### src/rtl/pcm_pwm_pkg.sv
// pcm_pwm_pkg
// Shared widths and the PCM word layout for the PCM-to-PWM audio output path.
//   PWM_BITS  : width of the PWM carrier counter (256-clock carrier period)
//   CHAN_BITS : width of one channel's duty value
//   PCM_BITS  : width of one stereo PCM word
//   MIDSCALE  : duty that gives a silent DC level (used for the muted underrun)
//   pcm_word_t: stereo word, left duty in [15:8], right duty in [7:0]
package pcm_pwm_pkg;
   localparam int PWM_BITS  = 8;
   localparam int CHAN_BITS = 8;
   localparam int PCM_BITS  = 16;
   localparam logic [CHAN_BITS-1:0] MIDSCALE = 8'd128;

   typedef struct packed {
      logic [CHAN_BITS-1:0] left;
      logic [CHAN_BITS-1:0] right;
   } pcm_word_t;
endpackage

### src/rtl/sample_fifo.sv
// sample_fifo
// Small synchronous FIFO with show-ahead read: rd_data always presents the
// oldest stored word, and rd_en consumes it at the clock edge.
// Ports:
//   clk, srst      : clock, synchronous active-high reset (empties the FIFO)
//   wr_en, wr_data : write strobe and data; ignored while the FIFO is full
//   rd_en          : pop the head word; ignored while the FIFO is empty
//   rd_data        : head word (combinational from the storage array)
//   count          : number of stored words, 0..2^AW
module sample_fifo #(
   parameter int WIDTH = 16,
   parameter int AW    = 4
) (
   input  logic             clk,
   input  logic             srst,
   input  logic             wr_en,
   input  logic [WIDTH-1:0] wr_data,
   input  logic             rd_en,
   output logic [WIDTH-1:0] rd_data,
   output logic [AW:0]      count
);
   localparam int DEPTH = 1 << AW;
   localparam logic [AW:0] DEPTH_C = (AW+1)'(DEPTH);

   logic [WIDTH-1:0] mem [DEPTH];
   logic [AW-1:0]    wr_ptr_reg;
   logic [AW-1:0]    rd_ptr_reg;
   logic [AW:0]      count_reg;
   logic             wr_ok;
   logic             rd_ok;

   // Write legality uses the count before any same-cycle pop, so a write
   // into a full FIFO is dropped even when a word leaves on that edge.
   assign wr_ok = wr_en && (count_reg < DEPTH_C);
   assign rd_ok = rd_en && (count_reg != '0);

   always_ff @(posedge clk) begin
      if (wr_ok) begin
         mem[wr_ptr_reg] <= wr_data;
      end
   end

   always_ff @(posedge clk) begin
      if (srst) begin
         wr_ptr_reg <= '0;
         rd_ptr_reg <= '0;
         count_reg  <= '0;
      end else begin
         if (wr_ok) begin
            wr_ptr_reg <= wr_ptr_reg + 1'b1;
         end
         if (rd_ok) begin
            rd_ptr_reg <= rd_ptr_reg + 1'b1;
         end
         // Simultaneous write and read leave the count unchanged.
         case ({wr_ok, rd_ok})
            2'b10:   count_reg <= count_reg + 1'b1;
            2'b01:   count_reg <= count_reg - 1'b1;
            default: count_reg <= count_reg;
         endcase
      end
   end

   assign rd_data = mem[rd_ptr_reg];
   assign count   = count_reg;
endmodule

### src/rtl/pcm_pwm_out.sv
// pcm_pwm_out
// Buffers 16-bit stereo PCM words and plays them out as two 8-bit unsigned
// PWM streams. One word is popped every SAMPLE_PERIODS carrier periods
// (256 clocks each); left duty comes from pcm[15:8], right from pcm[7:0].
// Ports:
//   clk        : system clock
//   aclr       : synchronous active-high reset (clears FIFO, counters, duty)
//   pcm_rdy    : write strobe, one word accepted per cycle while not full
//   pcm        : stereo PCM word
//   fifo_full  : back-pressure, high when count >= DEPTH-1 (one slot of slack)
//   pwm_l/r    : registered PWM outputs
//   underrun   : one-cycle pulse after a sample tick that found the FIFO empty
//   overflow   : one-cycle pulse after a write that was dropped
// Build option: PCM_PWM_UNDERRUN_MUTE_EN -- when defined, an underrun tick
// loads midscale duty on both channels; otherwise the last sample is held.
module pcm_pwm_out
   import pcm_pwm_pkg::*;
#(
   parameter int FIFO_AW        = 4,
   parameter int SAMPLE_PERIODS = 4
) (
   input  logic                clk,
   input  logic                aclr,
   input  logic                pcm_rdy,
   input  logic [PCM_BITS-1:0] pcm,
   output logic                fifo_full,
   output logic                pwm_l,
   output logic                pwm_r,
   output logic                underrun,
   output logic                overflow
);
   localparam int DEPTH = 1 << FIFO_AW;
   localparam logic [FIFO_AW:0] DEPTH_C = (FIFO_AW+1)'(DEPTH);
   localparam logic [FIFO_AW:0] FULL_C  = (FIFO_AW+1)'(DEPTH - 1);
   localparam logic [7:0]       LAST_PERIOD = 8'(SAMPLE_PERIODS - 1);

   logic [FIFO_AW:0]      count;
   logic [PCM_BITS-1:0]   head_bits;
   pcm_word_t             head;
   logic                  tick;
   logic                  has_data;

   logic [PWM_BITS-1:0]   pwm_cnt_reg;
   logic [7:0]            period_cnt_reg;
   logic [CHAN_BITS-1:0]  duty_l_reg;
   logic [CHAN_BITS-1:0]  duty_r_reg;
   logic                  pwm_l_reg;
   logic                  pwm_r_reg;
   logic                  underrun_reg;
   logic                  overflow_reg;

   sample_fifo #(
      .WIDTH (PCM_BITS),
      .AW    (FIFO_AW)
   ) u_fifo (
      .clk     (clk),
      .srst    (aclr),
      .wr_en   (pcm_rdy),
      .wr_data (pcm),
      .rd_en   (tick),
      .rd_data (head_bits),
      .count   (count)
   );

   assign head     = pcm_word_t'(head_bits);
   assign has_data = (count != '0);
   assign tick     = (pwm_cnt_reg == '1) && (period_cnt_reg == LAST_PERIOD);

   always_ff @(posedge clk) begin
      if (aclr) begin
         pwm_cnt_reg    <= '0;
         period_cnt_reg <= '0;
         duty_l_reg     <= '0;
         duty_r_reg     <= '0;
         pwm_l_reg      <= 1'b0;
         pwm_r_reg      <= 1'b0;
         underrun_reg   <= 1'b0;
         overflow_reg   <= 1'b0;
      end else begin
         pwm_cnt_reg <= pwm_cnt_reg + 1'b1;
         if (pwm_cnt_reg == '1) begin
            period_cnt_reg <= (period_cnt_reg == LAST_PERIOD) ? 8'd0
                                                              : period_cnt_reg + 8'd1;
         end

         // Duty loads on the same edge that wraps pwm_cnt to 0, so each new
         // sample starts on a clean carrier period.
         if (tick) begin
            if (has_data) begin
               duty_l_reg <= head.left;
               duty_r_reg <= head.right;
            end else begin
`ifdef PCM_PWM_UNDERRUN_MUTE_EN
               duty_l_reg <= MIDSCALE;
               duty_r_reg <= MIDSCALE;
`else
               duty_l_reg <= duty_l_reg;
               duty_r_reg <= duty_r_reg;
`endif
            end
         end

         underrun_reg <= tick && !has_data;
         overflow_reg <= pcm_rdy && (count == DEPTH_C);

         // Strict less-than gives exactly N high cycles per period for duty N.
         pwm_l_reg <= (pwm_cnt_reg < duty_l_reg);
         pwm_r_reg <= (pwm_cnt_reg < duty_r_reg);
      end
   end

   // Derived from the registered count; the spare slot covers the
   // producer's one-cycle registered reaction to back-pressure.
   assign fifo_full = (count >= FULL_C);
   assign pwm_l     = pwm_l_reg;
   assign pwm_r     = pwm_r_reg;
   assign underrun  = underrun_reg;
   assign overflow  = overflow_reg;
endmodule

### config.mk
export PLATFORM = sky130hd
export DESIGN_NAME = pcm_pwm_out
export DESIGN_NICKNAME = d
export VERILOG_FILES = /design/src/rtl/pcm_pwm_pkg.sv /design/src/rtl/sample_fifo.sv /design/src/rtl/pcm_pwm_out.sv
export SDC_FILE = /design/constraint.sdc
export NUM_CORES = 1
export LEC_CHECK = 0
export ABC_CLOCK_PERIOD_IN_PS = 6760
export CORE_MARGIN = 2
export CORE_UTILIZATION = 35
export DETAILED_ROUTE_END_ITERATION = 16
export HOLD_SLACK_MARGIN = 0.1
export PLACE_DENSITY_LB_ADDON = 0.25
export SLEW_MARGIN = 20
export SYNTH_ARGS = -nofsm -noshare
export SYNTH_HDL_FRONTEND = slang
export SYNTH_SLANG_ARGS = --single-unit
### constraint.sdc
create_clock -name clk -period 6.76 [get_ports clk]
set_clock_uncertainty 0.1 [all_clocks]
set_input_delay 1.352 -clock clk [delete_from_list [all_inputs] [get_ports clk]]
set_output_delay 1.352 -clock clk [all_outputs]
set_load 0.005 [all_outputs]
==> flow_summary_export.csv <==
group,metric,value,unit
logic_synthesis,synth_top_cell_by_area,"edfxtp_1",
pwr,powerDensity,282,mW/mm^2
detailed_routing,wl_per_cell,21.5,um
floorplan,start_util,0.354,
sta,finalMaxSlewViolations,0,
logic_synthesis,yosys-top-cells-area,"edfxtp_1, mux4_2, dfxtp_1, ha_1, nor2_1",
sta,setup-violations-final,0,
sta,min_period,4.11,ns
pwr,seqPwrFrac,0.522,
critical_path,required,7.06,ns
grt,use_met1,0.208,
finish,largest_register_ffs,256,
sta,tightest_slew,1.01,ns
pwr,swShare,0.207,
grt,grt_usage,0.148,
detailed_routing,drt-total-wl,26300,um
finish,areaGrowthSynthToFinish,15.2,%
pwr,peakVddDrop,0.150,mV
placement,place_hpwl,16200,um
cts,cts_setup_buffers,0,
cts,hold_buffers,0,
logic_synthesis,avgSynthCellArea,17.4,sq um
critical_path,start_kind,"input pin",
floorplan,placementRows,68,
cts,ctsRootBufferMaster,"clkbuf_16",
grt,grt_pass1_vias,6374,
logic_synthesis,yosysSeqAreaShare,0.710,
job,maxCapViolCount,0,
cts,tritoncts,"done",
critical_path,arrival,4.41,ns
logic_synthesis,synthesis.nets,746,
sta,finalSetupTns,0,ns
logic_synthesis,yosysMostFrequentCell,"edfxtp_1",
finish,antenna_cells,0,
cts,clk-insertion-delay-late,0.53,ns
cts,numCtsBuffers,35,
logic_synthesis,ys_types,43,
finish,stdcell_count,1221,
logic_synthesis,synth_cells,701,
grt,antenna_found_initial,0,
cts,cts_resized,0,
pwr,internal-power,3150,uW
logic_synthesis,ys_top_cells_by_count,"edfxtp_1, mux4_2, dfxtp_1, nor2_1, nand2_1",
status,status,"finished, final reports clean",
sta,hold_violations,0,
logic_synthesis,synth-async-reset-ratio,0,
pwr,p_switching,822,uW
finish,nets,784,
detailed_routing,vias_per_cell,4.99,
logic_synthesis,ys_seq_elements,305,
detailed_routing,drtAntennaViolNets,0,
worst_hold_path,min_path_type,"reg -> reg",
placement,placedCellCount,1157,
logic_synthesis,ys.warnings.count,0,
grt,met2_usage,0.240,
critical_path,end_kind,"flip-flop",
placement,numPortBuffers,23,
grt,gr-total-overflow,0,
logic_synthesis,synth_edf_count,256,
cts,ctsLongestPathBuffers,3,
sta,setup_ws,2.65,ns
critical_path,crit_type,"in -> reg",
cts,clock_sinks,305,
grt,grt_use_met3,0.0226,
grt,grt_max_degree,67,
finish,drive_gt1_frac,0.202,
pwr,p_comb_frac,0.032,
logic_synthesis,syn-cell-area,0.0122,sq mm
floorplan,core,0.0345,sq mm
floorplan,die-area,0.0364,sq mm
sta,fmax,243,MHz
floorplan,boundaryPins,24,
detailed_routing,num_vias,6087,
sta,slew_headroom,0.330,
detailed_routing,drc,0,
grt,busiest_layer,"met2",
grt,grt_pass1_wl,39600,um
finish,top_register,"u_fifo.mem",
placement,post-place-ws,2.16,ns
placement,place_congestion,0.750,
detailed_routing,first_iter_violations,391,
pwr,pwr-share-clk,0.446,
sta,period_share,0.608,
detailed_routing,first_pass_iters,4,
cts,htree_levels,2,
floorplan,die_y,191,um
critical_path,cp_max_fo,9,
logic_synthesis,yosys_most_used_dff,"edfxtp_1",
floorplan,fp.dieW,191,um
cts,cts.reportedPaths.clkPinSlew,0.06,ns
logic_synthesis,yosysTopAreaCellShare,0.629,
finish,n_fill_cell,3095,
sta,rsz0062_at_grt,"false",
pwr,p_leak,0.00445,uW
-- routing by layer --
| layer | up-vias | share of wire |
|---|---|---|
| met4 | 0 | 0.021 |
| met5 | - | 0 |
| met2 | 129 | 0.48 |
| li1 | 2802 | - |
| met1 | 3113 | 0.45 |
| met3 | 43 | 0.056 |
-- cells by family after synthesis --
| logic type | after synthesis | share of synthesized area |
|---|---|---|
| flops | 305 | 0.710 |
| simple gates | 150 | 0.0583 |
| mux | 82 | 0.133 |
| compound gates | 63 | 0.0375 |
| buf+inv | 56 | 0.0206 |
| fa+ha+maj | 26 | 0.0273 |
| xor+xnor | 19 | 0.0136 |
-- critical path, stage by stage --
cell and delay, ns:
clkdlybuf4s50_1 0.47, nor2b_1 0.69, inv_1 0.11, ha_1 0.27, ha_1 0.33, nor2b_1 0.16
o21ai_0 0.21, a21oi_1 0.10, or3b_2 0.44, mux2_2 0.28
-- cells in the final DEF (no fill, tap or decap), types with 6 or more instances in the layout --
master / Yosys / layout
nor2_2: 0 / 12
ha_1: 25 / 25
a22oi_2: 9 / 9
nor2_1: 45 / 33
inv_1: 26 / 26
dfxtp_1: 49 / 46
o21ai_1: 9 / 9
a22oi_1: 6 / 6
clkbuf_16: 0 / 35
nand2_1: 43 / 43
clkdlybuf4s50_1: 0 / 23
nand2b_1: 19 / 19
xor2_1: 14 / 14
edfxtp_1: 256 / 256
mux2i_1: 16 / 16
clkbuf_1: 14 / 14
nand4_1: 8 / 8
a21oi_1: 13 / 13
mux4_2: 64 / 64
nand3_1: 11 / 11
o21ai_0: 14 / 14
buf_4: 0 / 8
-- worst paths after layout --
kind                                                     end  depth (start not counted)  slack [ns]                  startpoint
worst min register to register    duty_r_reg[7]$_SDFFE_PP0P_                          2        0.38  duty_r_reg[7]$_SDFFE_PP0P_
worst max-delay path            u_fifo.count[4]$_SDFFE_PP0P_                         10        2.65                     pcm_rdy
worst max register to register  u_fifo.count[4]$_SDFFE_PP0P_                         13        2.99   pwm_cnt_reg[1]$_SDFF_PP0_
worst min-delay path              duty_r_reg[7]$_SDFFE_PP0P_                          2        0.38  duty_r_reg[7]$_SDFFE_PP0P_
-- area by class of cell --
cell class,instances,area (sq um),area share
timing repair buffer,31,290,0.0206
inverter,26,97.6,0.00694
clock inverter,12,120,0.00854
clock buffer,52,970,0.0689
sequential,305,8670,0.617
multi-input combinational,340,3340,0.238
tap,455,569,0.0405
-- power groups by stage --
stage / clock, uW / combinational, uW / sequential (uW)
after CTS: 1800 / 131 / 2070
final: 1770 / 127 / 2070
after global placement: 0 / 126 / 2110
after global routing: 1880 / 139 / 2070
after detailed placement: 0 / 130 / 2110
after floorplan: 0 / 57.2 / 2110
-- per-stage QoR --
step	hold WS, ns	power, uW	cell area (sq um)	util
floorplan	0.326	2170	12200	-
global placement	0.358	2230	13000	0.377
detailed placement	0.374	2240	13000	0.377
CTS	0.382	4010	14100	0.408
global route	0.420	4100	14100	0.408
finish	0.376	3970	14100	0.408
(Power assumes the default switching activity.)
